**src/rtl/pc_fetch_stage.sv**
```systemverilog
// Instruction-fetch stage: owns the program counter, drives the instruction
// memory address, and registers the returned word into the IF/ID register.
// Redirects flush one bubble. Stalls freeze everything. A HALT opcode freezes
// fetch until a redirect or reset arrives.
module pc_fetch_stage #(
  parameter int unsigned               ADDR_WIDTH   = 8,
  parameter int unsigned               INSTR_WIDTH  = 32,
  parameter logic [ADDR_WIDTH-1:0]     RESET_VECTOR = 8'h00,
  parameter logic [5:0]                HALT_OPCODE  = 6'b111111,
  parameter logic [INSTR_WIDTH-1:0]    NOP_WORD     = 32'h00000000
) (
  input  logic                   Clk,
  input  logic                   Reset,
  input  logic                   Stall,
  input  logic                   Redirect,
  input  logic [ADDR_WIDTH-1:0]  RedirectTarget,
  output logic [ADDR_WIDTH-1:0]  Address,
  input  logic [INSTR_WIDTH-1:0] InstructionIn,
  output logic [INSTR_WIDTH-1:0] IFID_Instruction,
  output logic [ADDR_WIDTH-1:0]  IFID_PC,
  output logic [ADDR_WIDTH-1:0]  IFID_PCPlus1,
  output logic                   IFID_Valid,
  output logic                   Halted,
  output logic [15:0]            FetchCount
);

  typedef enum logic {
    ST_RUN    = 1'b0,
    ST_HALTED = 1'b1
  } state_t;

  localparam logic [ADDR_WIDTH-1:0] PC_STEP   = ADDR_WIDTH'(1);
  localparam logic [15:0]           COUNT_MAX = 16'hFFFF;

  state_t                   state, state_n;
  logic [ADDR_WIDTH-1:0]    pc, pc_n;
  logic [INSTR_WIDTH-1:0]   ifid_instr_n;
  logic [ADDR_WIDTH-1:0]    ifid_pc_n, ifid_pcplus1_n;
  logic                     ifid_valid_n;
  logic [15:0]              fetch_count_n;

  logic [ADDR_WIDTH-1:0]    pc_plus1;
  logic                     is_halt_word;

  // Carry out of the PC increment is dropped so fetch wraps at the top of IM.
  assign pc_plus1     = pc + PC_STEP;
  assign is_halt_word = (InstructionIn[INSTR_WIDTH-1 -: 6] == HALT_OPCODE);

  // The IM address is the PC itself, with no logic in between.
  assign Address = pc;
  assign Halted  = (state == ST_HALTED);

  // Next-state and next-datapath selection: Redirect > Stall > halt > fetch.
  always_comb begin
    // NOTE: every output of this block gets a default first so no path can
    // leave one unassigned and infer a latch.
    state_n        = state;
    pc_n           = pc;
    ifid_instr_n   = IFID_Instruction;
    ifid_pc_n      = IFID_PC;
    ifid_pcplus1_n = IFID_PCPlus1;
    ifid_valid_n   = IFID_Valid;
    fetch_count_n  = FetchCount;

    if (Redirect) begin
      // The word currently at Address is squashed, even if it is a HALT.
      pc_n         = RedirectTarget;
      ifid_instr_n = NOP_WORD;
      ifid_valid_n = 1'b0;
      state_n      = ST_RUN;
    end else if (Stall) begin
      // Hold everything: the defaults already hold.
    end else if (state == ST_HALTED) begin
      // Keep feeding bubbles so the HALT word reaches decode only once.
      ifid_instr_n = NOP_WORD;
      ifid_valid_n = 1'b0;
    end else begin
      ifid_instr_n   = InstructionIn;
      ifid_pc_n      = pc;
      ifid_pcplus1_n = pc_plus1;
      ifid_valid_n   = 1'b1;
      if (FetchCount != COUNT_MAX) begin
        fetch_count_n = FetchCount + 16'd1;
      end
      if (is_halt_word) begin
        state_n = ST_HALTED;
      end else begin
        pc_n = pc_plus1;
      end
    end
  end

  // State, PC and IF/ID register update, with asynchronous clear.
  always_ff @(posedge Clk or posedge Reset) begin
    // NOTE: sequential state uses non-blocking assignments so all registers
    // update together from the values sampled at the same edge.
    if (Reset) begin
      state            <= ST_RUN;
      pc               <= RESET_VECTOR;
      IFID_Instruction <= NOP_WORD;
      IFID_PC          <= '0;
      IFID_PCPlus1     <= '0;
      IFID_Valid       <= 1'b0;
      FetchCount       <= '0;
    end else begin
      state            <= state_n;
      pc               <= pc_n;
      IFID_Instruction <= ifid_instr_n;
      IFID_PC          <= ifid_pc_n;
      IFID_PCPlus1     <= ifid_pcplus1_n;
      IFID_Valid       <= ifid_valid_n;
      FetchCount       <= fetch_count_n;
    end
  end

endmodule

```
**config.mk**
```make
export PLATFORM = sky130hd
export DESIGN_NAME = pc_fetch_stage
export DESIGN_NICKNAME = d
export VERILOG_FILES = /design/src/rtl/pc_fetch_stage.sv
export SDC_FILE = /design/constraint.sdc
export NUM_CORES = 1
export LEC_CHECK = 0
export ABC_CLOCK_PERIOD_IN_PS = 6940
export CAP_MARGIN = 20
export CORE_ASPECT_RATIO = 1.4
export CORE_MARGIN = 2
export CORE_UTILIZATION = 45
export CTS_BUF_LIST = sky130_fd_sc_hd__clkbuf_4
export CTS_CLUSTER_DIAMETER = 40
export CTS_CLUSTER_SIZE = 8
export DETAILED_ROUTE_END_ITERATION = 7
export DONT_BUFFER_PORTS = 1
export MAX_ROUTING_LAYER = met4
export PLACE_DENSITY = 0.63
export REMOVE_ABC_BUFFERS = 1
export SYNTH_ARGS = -nofsm -noshare
export SYNTH_HDL_FRONTEND = slang
export SYNTH_SLANG_ARGS = --single-unit
```
**constraint.sdc**
```tcl
create_clock -name Clk -period 6.94 [get_ports Clk]
set_input_delay 1.388 -clock Clk [delete_from_list [all_inputs] [get_ports Clk]]
set_output_delay 1.388 -clock Clk [all_outputs]
set_load 0.01 [all_outputs]
```
-- Word level (Yosys, flattened, before mapping)
Index checks and enable logic that the tools add are counted.
- register bits after elaboration: 74
- input port bits: 44
- output and inout bits: 74
- logic and storage cells: 34
- $add $sub $neg: 2
- equality and inequality tests: 5
- multiplexer cells: 14
- bitwise operators: 3
- reduce and logical (&&, ||, !) cells: 3
- operators with widths (kind ; number):
    32-bit two-way mux ; 3
    8-bit two-way mux ; 4
    16-bit by 1-bit adder with 16-bit output, second input constant ; 1
    16-bit != test, second input constant ; 1
    8-bit by 1-bit adder with 8-bit output, second input constant ; 1
    1-bit two-way mux ; 7
    6-bit equality test, second input constant ; 1
    3-bit AND reduction ; 2
    2-bit != test, second input constant ; 2
    4-bit AND reduction ; 1
    1-bit NOT ; 3
    2-bit by 1-bit != test with 1-bit output, second input constant ; 1

-- Longest topological paths before layout
- word-level depth: 5
- gate-level depth with buffers: 6
- gate-level depth less buffers: 5

-- Least setup slack after synthesis
OpenSTA, ideal clock, no wires.
- path type: input-to-reg
- from: input port Redirect
- to: register FetchCount[13]
- library setup time: 79 ps
- arrival time: 2663 ps
- data required time: 6861 ps
- path slack: 4198 ps
- stages on the path: 4
- buffers on the path: 0
- cells stage by stage: or3_4 or4_4 nor3_1 xor2_1
- word-level cells in the longest chain between the ends: 2
- ends and longest elaborated chain (item ; line ; source):
    start, declared ; 15 ; input logic Redirect,
    1-bit NOT (no line) ; n/a ;
    4-bit AND reduction (no line) ; n/a ;
    end signal, assigned ; 112 ; FetchCount <= fetch_count_n;
    end, declared ; 24 ; output logic [15:0] FetchCount
Every way passes these cells.
A chain may end at the register's enable or synchronous reset.

-- Final worst setup path
- from: input port Redirect
- to: register FetchCount[9]
The elaborated chain is that of the path after synthesis.

==> flow_summary.yaml <==
drt:
  wirelength_um: 6262
  drtIter0Drc: 150
  wl_per_cell_um: 17.02
  vias: 1998
  antenna_left: 0
  drt-pass1-iter-count: 4
  via_per_inst: 5.429
  drc_errors: 0
synthesis:
  synth_compound_area_share_pct: 12.97
  yosysWarnings: 0
  synthMuxAreaShare_pct: 0.6911
  netlist_area_mm2: 0.003078
  synthAdderAreaFrac_pct: 0.8130
  synth-simple-area-share_pct: 16.18
  synth_seq_cells: 74
  synth_top_family_by_area: "simple AND/OR/NAND/NOR gates"
  syn-instance-count: 271
  seq_area_frac_synth_pct: 60.16
  ys_types: 33
  syn_area_per_cell_um2: 11.36
  synth_xor_area_share_pct: 7.114
place:
  numPortBuffers: 0
  dpl.hpwl_um: 4355
  gp_congestion: 0.7999
  place_inst: 352
timing:
  final_hold_viol_count: 0
  worst_slew_pin_slew_ps: 899.3
  min_period_over_period_pct: 37.12
  grt_setup_unrepaired: "false"
  fin_worst_skew_ps: 28.06
  fmax_ghz: 0.3882
  relSlewSlack_pct: 40.05
  slew_viol_final: 0
  setup_viol: 0
  fin_tns_setup_ps: 0
  period_needed_ps: 2576
clock_tree:
  htree_levels: 3
  cts_resized: 0
  numCtsBuffers: 9
  clockBufferDepth: 2
  cts_tree: "built"
  cts.sinks: 74
  path_clk_slew_ps: 120
  cts_hold_buf: 0
  post_cts_buffers: 0
  cts-root-buf: "clkbuf_4"
  clkLatencyLatePin_ps: 420
global_route:
  grt_overflow: 0
  gr-usage-all-layers_pct: 18.85
  grt_pass1_vias: 2133
  antenna_found_initial: 0
  grt_max_degree: 75
  grt_pass1_wl_um: 10340
setup_path:
  cp.required_ps: 7270
  crit_type: "in -> reg"
  cp_max_fo: 32
  crit_start: "Redirect"
  cp.arrival_ps: 2910
  crit_slowest_cell: "or4_4"
  crit_chain: "or3_4 -> or4_4 -> nor3b_2 -> xor2_1"
  r2r_setup_slack_ps: 4820
  crit_family: "simple AND/OR/NAND/NOR gates"
  path_buf_inv: 0
  r2r-start: "Halted"
  cp-start-kind: "input pin"
  end_kind: "register"
  slowest_delay_ps: 620
pwr:
  p_int_uw: 597.6
  leakagePower_uw: 0.001513
  p_sw_uw: 291.8
  comb_power_share_pct: 10.8
  p_clk_share_pct: 25.4
  ir_drop_mv: 0.1204
  p_sw_share_pct: 32.81
  cellPowerDensity_mw_per_mm2: 270.1
  power_frac_seq_pct: 63.8
floorplan:
  core.rowCount: 35
  top_level_ports: 118
  coreArea_mm2: 0.006613
  die_w_um: 73.90
  start_util_pct: 46.55
  die_area_mm2: 0.007527
  die_h_um: 101.9
final_layout:
  layout_common_cells: "74 x dfrtp_1, 52 x nand2_1, 32 x a22o_1"
  nFillCells: 595
  nets: 317
  final_common_cell: "dfrtp_1"
  area_delta_synth_final_pct: 6.992
  drive_gt1_share_pct: 10.51
  n_antenna_cell: 0
  fin_cells: 368
min_path:
  hold_class: "reg -> reg"
  hp-start: "IFID_PC[7]"
job:
  max_cap_violations: 0
status:
  status: "finished, final reports clean"
[power by group through the flow]
stage,clock (uW),combinational (uW),sequential (uW)
global placement,0,94.4,578
detailed placement,0,97.6,578
CTS,234,97.8,570
finish,226,96.4,567
global route,258,112,577
floorplan,0,79.3,559
[kinds of logic after synthesis]
group	count (synthesis)
adders and majority gates	2
and+or+nand+nor	99
muxes	2
xor gates and xnor gates	25
DFF	74
AOI/OAI and AO/OA	52
buffers and inverters	17
[synthesized netlist by cell type]
| cell type | instances | area (um2) |
|---|---|---|
| dfrtp_1 | 74 | 1852 |
| nand2_1 | 52 | 195.2 |
| a22o_1 | 32 | 280.3 |
| xor2_1 | 20 | 175.2 |
| clkbuf_1 | 14 | 52.55 |
| o21ai_0 | 12 | 60.06 |
| nand3_1 | 10 | 50.05 |
| nor3_1 | 8 | 40.04 |
| nor4_1 | 6 | 37.54 |
| nand4_1 | 5 | 31.28 |
| o211ai_1 | 5 | 37.54 |
| xnor2_1 | 5 | 43.79 |
| inv_1 | 3 | 11.26 |
| nor2_1 | 3 | 11.26 |
| and3_1 | 2 | 12.51 |
| ha_1 | 2 | 25.02 |
| or4_1 | 2 | 15.01 |
| and4_1 | 1 | 8.760 |
| mux2_2 | 1 | 11.26 |
| mux2i_1 | 1 | 10.01 |
| nor2b_1 | 1 | 6.260 |
| nor3_2 | 1 | 10.01 |
| nor3b_1 | 1 | 7.510 |
| nor3b_2 | 1 | 12.51 |
| nor4_2 | 1 | 12.51 |
| nor4b_1 | 1 | 8.760 |
| o21a_1 | 1 | 7.510 |
| o21ai_1 | 1 | 5.000 |
| o311ai_0 | 1 | 8.760 |
| or2_2 | 1 | 6.260 |
| or3_4 | 1 | 11.26 |
| or4_4 | 1 | 11.26 |
| or4b_2 | 1 | 10.01 |
[metal layers]
| layer | wire [um] | share of wire, % | global-route usage, % |
|---|---|---|---|
| met5 | 0 | 0 | - |
| met4 | 125 | 2.0 | 9.371 |
| met1 | 2561 | 41 | 22.96 |
| met2 | 3128 | 50 | 28.02 |
| met3 | 446 | 7.1 | 6.114 |
[stage by stage]
step	total power, uW	setup slack, ps	util (%)	area [um2]	hold WS, ps
floorplan	638.2	3030	-	3025	513.9
global route	946.9	4329	49.80	3293	593.3
finish	889.4	4364	49.80	3293	560.7
CTS	901.4	4381	49.80	3293	566.2
global placement	672.0	3990	47.85	3164	533.8
detailed placement	675.2	3933	48.08	3179	536.0
[flip-flops by register name, indices dropped and copies added, names as in the netlist]
| signal | count |
|---|---|
| IFID_PCPlus1 | 8 |
| FetchCount | 16 |
| Halted | 1 |
| IFID_PC | 8 |
| IFID_Valid | 1 |
| Address | 8 |
| IFID_Instruction | 32 |
[worst paths after layout]
kind	depth (start not counted)	endpoint
worst min-delay path	2	IFID_PC[7]
worst min register to register	2	IFID_PC[7]
min in group asynchronous	2	IFID_Valid
worst max-delay path	4	FetchCount[9]
worst max register to register	4	FetchCount[9]
max in group asynchronous	2	IFID_Instruction[31]
[layout make-up]
cell class	count	area (um2)	share of cell area (%)
well taps	92	115.1	3.495
multi-input cells	180	1170	35.52
flip-flops and latches	74	1852	56.23
inverters	3	12.51	0.3799
clock buffers	9	67.56	2.052
clock inverters	7	46.29	1.406
repair buffers	3	30.03	0.9119
[worst register-to-register path, delay by kind of cell, from the launching register on]
| family | cells | cell delay, ps |
|---|---|---|
| DFF | 1 | 480 |
| and+or+nand+nor | 3 | 1370 |
| xor gates and xnor gates | 1 | 170 |
Note: power is estimated with default switching activity, not from simulation.
